## config.mk

```make
export PLATFORM = sky130hd
export DESIGN_NAME = dispatch_buffer
export DESIGN_NICKNAME = d
export VERILOG_FILES = /design/src/rtl/dispatch_pkg.sv /design/src/rtl/dispatch_buffer_mem.sv /design/src/rtl/dispatch_buffer.sv
export SDC_FILE = /design/constraint.sdc
export NUM_CORES = 2
export LEC_CHECK = 0
export CAP_MARGIN = 20
export CORE_UTILIZATION = 55
export CTS_BUF_LIST = sky130_fd_sc_hd__clkbuf_4 sky130_fd_sc_hd__clkbuf_8
export DETAILED_ROUTE_END_ITERATION = 10
export PLACE_DENSITY = 0.8
export RECOVER_POWER = 50
export SLEW_MARGIN = 15
export SYNTH_ARGS = -nofsm -noshare
export SYNTH_HDL_FRONTEND = slang
export SYNTH_SLANG_ARGS = --single-unit
```

## constraint.sdc

```tcl
create_clock -name clk -period 4.4 [get_ports clk]
set_input_delay 1.32 -clock clk [delete_from_list [all_inputs] [get_ports clk]]
set_output_delay 1.32 -clock clk [all_outputs]
set_load 0.1 [all_outputs]
```

## src/rtl/dispatch_pkg.sv

```systemverilog
// Shared decoded-instruction layout for decoder, dispatch buffer and
// reservation stations.
//   INST_W      total decoded instruction width
//   *_MSB/_LSB  field bounds: rs2 val/tag | rs2_v | rs1 val/tag | rs1_v | rd | ctrl
//   ctrl is split into an ALU part (upper) and a dispatch-routing part (lower).
package dispatch_pkg;

  localparam int INST_W        = 83;

  localparam int RS2_VAL_MSB   = 82;
  localparam int RS2_VAL_LSB   = 51;
  localparam int RS2_V         = 50;
  localparam int RS1_VAL_MSB   = 49;
  localparam int RS1_VAL_LSB   = 18;
  localparam int RS1_V         = 17;
  localparam int RD_MSB        = 16;
  localparam int RD_LSB        = 12;
  localparam int CTRL_MSB      = 11;
  localparam int CTRL_LSB      = 0;
  localparam int ALU_CTRL_MSB  = 11;
  localparam int ALU_CTRL_LSB  = 4;
  localparam int DISP_CTRL_MSB = 3;
  localparam int DISP_CTRL_LSB = 0;

  localparam int CTRL_W        = CTRL_MSB - CTRL_LSB + 1;
  localparam int ALU_CTRL_W    = ALU_CTRL_MSB - ALU_CTRL_LSB + 1;
  localparam int DISP_CTRL_W   = DISP_CTRL_MSB - DISP_CTRL_LSB + 1;

  typedef struct packed {
    logic [31:0]            rs2_val;
    logic                   rs2_v;
    logic [31:0]            rs1_val;
    logic                   rs1_v;
    logic [4:0]             rd;
    logic [ALU_CTRL_W-1:0]  alu_ctrl;
    logic [DISP_CTRL_W-1:0] disp_ctrl;
  } decoded_inst_t;

endpackage

```

## src/rtl/dispatch_buffer_mem.sv

```systemverilog
// Entry storage for the dispatch buffer: DEPTH x INST_W, two write ports and
// two asynchronous read ports. Entries clear on reset only.
// Ports:
//   clk, rst_n              clock / async active-low clear
//   we0/waddr0/wdata0       write port 0 (older of the pair)
//   we1/waddr1/wdata1       write port 1 (younger; address never equals waddr0)
//   raddr0/rdata0           read port 0
//   raddr1/rdata1           read port 1
module dispatch_buffer_mem #(
  parameter int DEPTH  = 8,
  parameter int INST_W = 83,
  parameter int AW     = $clog2(DEPTH)
) (
  input  logic              clk,
  input  logic              rst_n,
  input  logic              we0,
  input  logic [AW-1:0]     waddr0,
  input  logic [INST_W-1:0] wdata0,
  input  logic              we1,
  input  logic [AW-1:0]     waddr1,
  input  logic [INST_W-1:0] wdata1,
  input  logic [AW-1:0]     raddr0,
  output logic [INST_W-1:0] rdata0,
  input  logic [AW-1:0]     raddr1,
  output logic [INST_W-1:0] rdata1
);

  logic [INST_W-1:0] mem [DEPTH];

  always_ff @(posedge clk or negedge rst_n) begin
    if (!rst_n) begin
      for (int i = 0; i < DEPTH; i++) mem[i] <= '0;
    end else begin
      if (we0) mem[waddr0] <= wdata0;
      if (we1) mem[waddr1] <= wdata1;
    end
  end

  assign rdata0 = mem[raddr0];
  assign rdata1 = mem[raddr1];

endmodule

```

## src/rtl/dispatch_buffer.sv

```systemverilog
// Dual-issue in-order FIFO between decode/rename and dispatch. Takes up to two
// decoded instructions per cycle (A older than B), presents the two oldest
// entries to dispatch. A renamed-failed slot is dropped as a bubble so the
// Fetch/Decode FF holds and retries it.
// Optional build macro: DISPATCH_BUF_BYPASS_EN -- when empty, accepted inputs
// are forwarded straight to out_* and only the untaken ones are stored.
// Ports:
//   clk, rst_n                       clock / async active-low reset
//   flush                            discard all entries
//   in_valid*/decoded_inst*/error*   decode-side pair, A older
//   accept*                          slot written (or bypassed) this cycle
//   decode_stall                     fewer than 2 free entries
//   out_inst*/out_valid*/out_ready*  dispatch-side pair, A oldest
//   count                            occupancy 0..DEPTH
module dispatch_buffer #(
  parameter int DEPTH  = 8,
  parameter int INST_W = dispatch_pkg::INST_W
) (
  input  logic                     clk,
  input  logic                     rst_n,
  input  logic                     flush,
  input  logic                     in_validA,
  input  logic                     in_validB,
  input  logic [INST_W-1:0]        decoded_instA,
  input  logic [INST_W-1:0]        decoded_instB,
  input  logic                     errorA,
  input  logic                     errorB,
  output logic                     acceptA,
  output logic                     acceptB,
  output logic                     decode_stall,
  output logic [INST_W-1:0]        out_instA,
  output logic                     out_validA,
  input  logic                     out_readyA,
  output logic [INST_W-1:0]        out_instB,
  output logic                     out_validB,
  input  logic                     out_readyB,
  output logic [$clog2(DEPTH):0]   count
);

  import dispatch_pkg::*;

  localparam int AW = $clog2(DEPTH);
  localparam int CW = AW + 1;

  logic [AW-1:0]     rd_ptr, wr_ptr;
  logic [CW-1:0]     free;
  logic              bypass;
  logic              deq_a, deq_b;
  logic              we0, we1;
  logic [INST_W-1:0] wdata0;
  logic [INST_W-1:0] rdata0, rdata1;
  logic              valid_a, valid_b;
  logic [INST_W-1:0] inst_a, inst_b;
  logic [1:0]        num_enq, num_deq, num_wr, num_rd;

  // Stall looks only at registered occupancy, so a full buffer stalls even
  // when dispatch drains it in the same cycle.
  assign free         = CW'(DEPTH) - count;
  assign decode_stall = (free < CW'(2));
  assign acceptA      = ~flush & ~decode_stall & in_validA & ~errorA;
  assign acceptB      = acceptA & in_validB & ~errorB;

`ifdef DISPATCH_BUF_BYPASS_EN
  assign bypass = (count == '0) & ~flush;
`else
  assign bypass = 1'b0;
`endif

  always_comb begin
    valid_a = (count != '0);
    valid_b = (count > CW'(1));
    inst_a  = rdata0;
    inst_b  = rdata1;
    if (bypass) begin
      valid_a = acceptA;
      valid_b = acceptB;
      inst_a  = decoded_instA;
      inst_b  = decoded_instB;
    end
  end

  assign out_validA = valid_a;
  assign out_validB = valid_b;
  assign out_instA  = valid_a ? inst_a : '0;
  assign out_instB  = valid_b ? inst_b : '0;

  assign deq_a = out_validA & out_readyA;
  assign deq_b = deq_a & out_validB & out_readyB;

  // While bypassing, whatever dispatch takes is never stored; if A is taken
  // but B is not, B becomes the oldest stored entry at wr_ptr.
  always_comb begin
    we0    = acceptA;
    we1    = acceptB;
    wdata0 = decoded_instA;
    if (bypass && deq_a) begin
      we0    = acceptB & ~deq_b;
      we1    = 1'b0;
      wdata0 = decoded_instB;
    end
  end

  assign num_enq = {1'b0, acceptA} + {1'b0, acceptB};
  assign num_deq = {1'b0, deq_a} + {1'b0, deq_b};
  assign num_wr  = {1'b0, we0} + {1'b0, we1};
  assign num_rd  = bypass ? 2'd0 : num_deq;

  always_ff @(posedge clk or negedge rst_n) begin
    if (!rst_n) begin
      rd_ptr <= '0;
      wr_ptr <= '0;
      count  <= '0;
    end else if (flush) begin
      rd_ptr <= '0;
      wr_ptr <= '0;
      count  <= '0;
    end else begin
      rd_ptr <= rd_ptr + AW'(num_rd);
      wr_ptr <= wr_ptr + AW'(num_wr);
      count  <= count + CW'(num_enq) - CW'(num_deq);
    end
  end

  dispatch_buffer_mem #(
    .DEPTH  (DEPTH),
    .INST_W (INST_W),
    .AW     (AW)
  ) u_mem (
    .clk    (clk),
    .rst_n  (rst_n),
    .we0    (we0),
    .waddr0 (wr_ptr),
    .wdata0 (wdata0),
    .we1    (we1),
    .waddr1 (wr_ptr + AW'(1)),
    .wdata1 (decoded_instB),
    .raddr0 (rd_ptr),
    .rdata0 (rdata0),
    .raddr1 (rd_ptr + AW'(1)),
    .rdata1 (rdata1)
  );

endmodule
```

# Word level (Yosys, flattened, before mapping)
# Index checks and enable logic that the tools add are counted.
[totals]
regBits = 674
latchBits = 0
ramBits = 0
romBits = 0
input_bits = 175
output_inout_bits = 175
elab_cells = 66
n_memories = 0
[classes]
add_sub_neg = 9
n_mul = 0
div_mod_pow = 0
n_lt_le_gt_ge = 8
n_eq_ne = 0
shift = 0
n_mux = 19
n_bitwise = 16
reduce_logical = 3
[ops]
columns = ["cell", "n"]
rows = [
  ["$bwmux 664", 2],
  ["$mux 664", 2],
  ["$mux 83", 8],
  ["$bmux 83 s3", 2],
  ["$demux 83 s3", 2],
  ["$ge 4x4->1 const B", 4],
  ["$not 3->4", 4],
  ["$and 1x1->1", 8],
  ["$lt 4x1->1 const B", 2],
  ["$add 3x1->3 const B", 2],
  ["$add 3x2->3", 2],
  ["$mux 3", 2],
  ["$add 1x1->2", 2],
  ["$add 4x2->4", 1],
  ["$gt 4x1->1 const B", 1],
  ["$lt 4x2->1 const B", 1],
  ["$mux 4", 1],
  ["$not 1->1", 4],
  ["$reduce_bool 4->1", 1],
  ["$sub 4x2->4", 1],
  ["$sub 4x4->4 const A", 1],
  ["$logic_and 1x1->1", 2],
]

# Longest topological paths before layout
[depth]
word_depth = 12
depth_mapped = 16

# Cells and area by module
# From an unflattened synthesis, not the netlist that was laid out.
[unflattened]
cells_unflattened = 3904
area_unflattened_um2 = 42743.5
[by_module_without_submodules]
columns = ["mod", "n_inst", "cells_each", "area_per_inst_um2"]
rows = [
  ["dispatch_buffer_mem", 1, 3644, 40860.4],
  ["dispatch_buffer", 1, 260, 1883.1],
]

# Worst setup path before layout
# OpenSTA, ideal clock, no wires.
[synth_path]
kind = "input to register"
start = "input port flush"
end = "register count[3]"
arrival_ns = 6.195
path_slack_ns = -1.927
cell_stages = 14
path_buffers = 1
cell_sequence = "or3b_4 > nor2_1 > buf_2 > nand2_1 > nor3b_1 > ha_1 > inv_1 > fa_1 > inv_1 > ha_1 > a21o_1 > a21oi_1 > xnor2_1 > nor2_1"
[synth_between]
elab_chain_cells = 10
[synth_rtl]
columns = ["element", "line_no", "text"]
rows = [
  ["start: declaration", "dispatch_buffer.sv:21", "input logic flush,"],
  ["$not 1->1", "dispatch_buffer.sv:60", "assign acceptA = ~flush & ~decode_stall & in_validA & ~errorA;"],
  ["$and 1x1->1 (3 in a row)", "dispatch_buffer.sv:60", ""],
  ["$and 1x1->1 (2 in a row)", "dispatch_buffer.sv:61", "assign acceptB = acceptA & in_validB & ~errorB;"],
  ["net acceptB", "dispatch_buffer.sv:29", "output logic acceptB,"],
  ["$add 1x1->2", "dispatch_buffer.sv:103", "assign num_enq = {1'b0, acceptA} + {1'b0, acceptB};"],
  ["$add 4x2->4", "dispatch_buffer.sv:120", "count <= count + CW'(num_enq) - CW'(num_deq);"],
  ["$sub 4x2->4", "dispatch_buffer.sv:120", ""],
  ["$mux 4", "dispatch_buffer.sv:113", "end else if (flush) begin"],
  ["end signal: assignment", "dispatch_buffer.sv:120", ""],
  ["end: declaration", "dispatch_buffer.sv:37", "output logic [$clog2(DEPTH):0] count"],
]
# The timed path passes the listed nets, and every way through them passes these cells.

# Worst setup path after layout
[layout_path]
start = "register rd_ptr[0]"
end = "output port out_instA[61]"
[layout_between]
elab_chain_cells = 5
[layout_rtl]
columns = ["element", "line_no", "text"]
rows = [
  ["start: declaration", "dispatch_buffer.sv:45", "logic [AW-1:0] rd_ptr, wr_ptr;"],
  ["start signal: assignment", "dispatch_buffer.sv:118", "rd_ptr <= rd_ptr + AW'(num_rd);"],
  ["$not 3->4 (implied by the code)", "dispatch_buffer_mem.sv:39", "assign rdata0 = mem[raddr0];"],
  ["$bmux 83 s3", "dispatch_buffer_mem.sv:39", ""],
  ["$mux 83 (implied by the code) (2 in a row)", "dispatch_buffer_mem.sv:39", ""],
  ["$mux 83", "dispatch_buffer.sv:84", "assign out_instA = valid_a ? inst_a : '0;"],
  ["end: declaration", "dispatch_buffer.sv:31", "output logic [INST_W-1:0] out_instA,"],
]
# Every way passes these cells. The select of a mux whose other input is x is not followed.

==> results_dict.tcl <==
set metrics [dict create \
    outcome "finished, violations left" \
    violations "capacitance limit, slew limit, setup timing" \
    tritoncts "yes" \
    die-area_sq_mm 0.0772 \
    cts_sinks 674 \
    p_leak_uw 0.0209 \
    antenna_left 0 \
    hold_viol 0 \
    synth.area.top_cells "dfrtp_1, mux4_2, nand2_1" \
    fmax_mhz 225 \
    whs_ns 0.538 \
    layout_common_cells "nand2_1, nor2_1, dfrtp_1" \
    syn_to_final_growth_pct 21.2 \
    cp_max_fo 116 \
    critical_path_depth 5 \
    routed_wl_microns 160000 \
    slowest_delay_ns 0.61 \
    final_cells 5898 \
    fin_tns_setup_ns -0.121 \
    die_y_microns 278 \
    grt_pass1_wl_microns 239000 \
    fin_crit_ns 4.44 \
    syn_avg_cell_area_sq_um 8.78 \
    root_buffer "clkbuf_8" \
    ctsHoldBuffers 0 \
    synth.net_count 4959 \
    p_seq_share_pct 20.0 \
    ys_ff_latch 674 \
    synth.distinct_cells 41 \
    end_kind "output pin" \
    finalPower_uw 43800 \
    worst-path-buf-inv 2 \
    tightest_slew_ns 3.06 \
    synth.cell_area_sq_mm 0.0419 \
    p_int_uw 21700 \
    ys_seq_area_share_pct 40.3 \
    crit_slowest_cell "mux4_2" \
    yosys_most_used_dff "dfrtp_1" \
    gr-total-overflow 0 \
    die_w_microns 278 \
    path_class "reg2out" \
    numCtsBuffers 115 \
    fin_ws_ns -0.0413 \
    slew_headroom_pct -104 \
    synth-async-reset-ratio_pct 100 \
    grt_pass1_vias 40700 \
    path_clk_slew_ns 0.06 \
    ys_warn_count 0 \
    io_pins 350 \
    hpwl_microns 86200 \
    worstSkewPairLatency_ns 0.79 \
    detailedRoute.firstPassIterationCount 9 \
    start_kind "flop" \
    grt_max_degree 167 \
    fillers 5348 \
    hold_path.class "reg2reg" \
    min_path_cells 2 \
    track_usage_pct 40.5 \
    netlist_instances 4767 \
    cts_buffer_depth 3 \
    antenna_found_initial 27 \
    combinationalPowerShare_pct 65.5 \
    cp_top_family "multiplexers" \
    worstPathArrival_ns 3.12 \
    drt_iter0_drc 7227 \
    vias 41500 \
    synth-edff-count 0 \
    coreArea_sq_mm 0.0748 \
    row_count 100 \
    portBuffers 349 \
    crit_chain "buf_16, mux4_2, mux2i_2, nor2_2, buf_12" \
    final_common_cell "nand2_1" \
    yosys.area.top_type_share_pct 40.3 \
    viasPerCell 7.04 \
    rr_worst_depth 8 \
    p_switching_uw 22000 \
    drive_gt1_share_pct 21.2 \
    power_density_mw_per_mm2 862 \
    clkPwrFrac_pct 14.5 \
    drv_slew 289 \
    htree_levels 3 \
    initial_core_util_pct 56.0 \
    cp.required_ns 3.08 \
    worst_clock_skew_ns 0.0472 \
    finalCritPeriodShare_pct 101 \
    p_sw_share_pct 50.3 \
    peakVddDrop_v 0.00122 \
    yosysTopAreaCell "dfrtp_1" \
    drc 0 \
    layout.nets 5009 \
    dp.cells 5630 \
    rsz0062_at_grt "yes" \
    routedWlPerCell_microns 27.1 \
    max_cap_viol_count 5 \
    setup_viol 9 \
    place_ws_ns 0.0803 \
    place_congestion 0.861 \
]
[timing repair]
item | CTS | global route
setup endpoints to repair | 90 | 91
cloned | 5 | 12
pin swaps | 2 | 7
buffers inserted | 15 | 7
resized for setup | 38 | 110
[Yosys cell counts (all sizes together) (9+ instances only)]
master and count:
nand2 1331, nor2 757, dfrtp 674, a31oi 498, a21oi 408, mux4 332, buf 323, clkbuf 257
mux2i 87, inv 15, ha 13, nand4 9
[cells by family (layout without fill, tap and decap cells)]
family                   after synthesis  count (layout)  synth area share [%]
AND/OR/NAND/NOR                     2140            2141                  19.7
other                                  0              20                     0
buffers and inverters                595             735                  6.88
multiplexers                         419             419                  19.9
flip-flops                           674             674                  40.3
AO/OA/AOI/OAI                        914             915                  12.5
XOR/XNOR                               8               8                 0.167
adder cells (fa/ha/maj)               17              17                 0.580
[worst paths after layout]
check,slack (ns),endpoint,startpoint
setup / recovery,-0.04,out_instA[61],rd_ptr[0]$_DFF_PN0_
hold / removal,0.54,u_mem.mem[192]$_DFF_PN0_,u_mem.mem[192]$_DFF_PN0_
setup reg to reg,0.20,u_mem.mem[584]$_DFF_PN0_,count[0]$_DFF_PN0_
hold reg to reg,0.54,u_mem.mem[192]$_DFF_PN0_,u_mem.mem[192]$_DFF_PN0_
max in group asynchronous,0.24,u_mem.mem[199]$_DFF_PN0_,rst_n
min in group asynchronous,1.53,u_mem.mem[504]$_DFF_PN0_,rst_n
[through the flow]
stage | utilization [%] | instance area, sq um
floorplan | - | 42100
global placement | 63.0 | 47100
detailed placement | 63.0 | 47100
CTS | 67.0 | 50100
global route | 67.8 | 50700
finish | 67.8 | 50700
[registers in the layout, indices dropped and copies added, names as in the netlist]
name       cells
u_mem.mem    664
count          4
rd_ptr         3
wr_ptr         3
[worst register-to-register path, stage by stage, from the launching register on]
cell,delay [ns]
dfrtp_1,0.45
inv_1,0.09
ha_2,0.32
nor4b_2,0.80
or2_0,0.73
or3_1,1.01
buf_12,0.38
nand2_1,0.13
a31oi_1,0.21
[routing by layer]
layer	part of all wire [%]	wire length (microns)	global-route usage [%]	vias up
met5	0.065	104	0	-
met4	5.9	9450	25.5	18
met3	17	27600	15.2	826
met2	44	69500	58.5	4215
met1	33	53100	51.5	19800
li1	-	-	-	16600
[power groups by stage]
stage	Clock [uW]	Sequential (uW)	Combinational [uW]
global route	6580	8850	29500
detailed placement	0	8730	26400
global placement	0	8650	26100
floorplan	0	8430	17900
CTS	6290	8640	27200
finish	6330	8750	28700
[cell type report]
| cell class | count | area [sq um] | area share (%) |
|---|---|---|---|
| clock inverters | 30 | 313 | 0.617 |
| diodes | 20 | 50.0 | 0.0987 |
| multi-input cells | 3500 | 22900 | 45.2 |
| repair buffers | 511 | 7070 | 13.9 |
| well taps | 969 | 1210 | 2.39 |
| clock buffers | 179 | 2220 | 4.38 |
| inverters | 15 | 56.3 | 0.111 |
| flip-flops and latches | 674 | 16900 | 33.3 |
No activity file was read; power rests on OpenSTA's default activity.
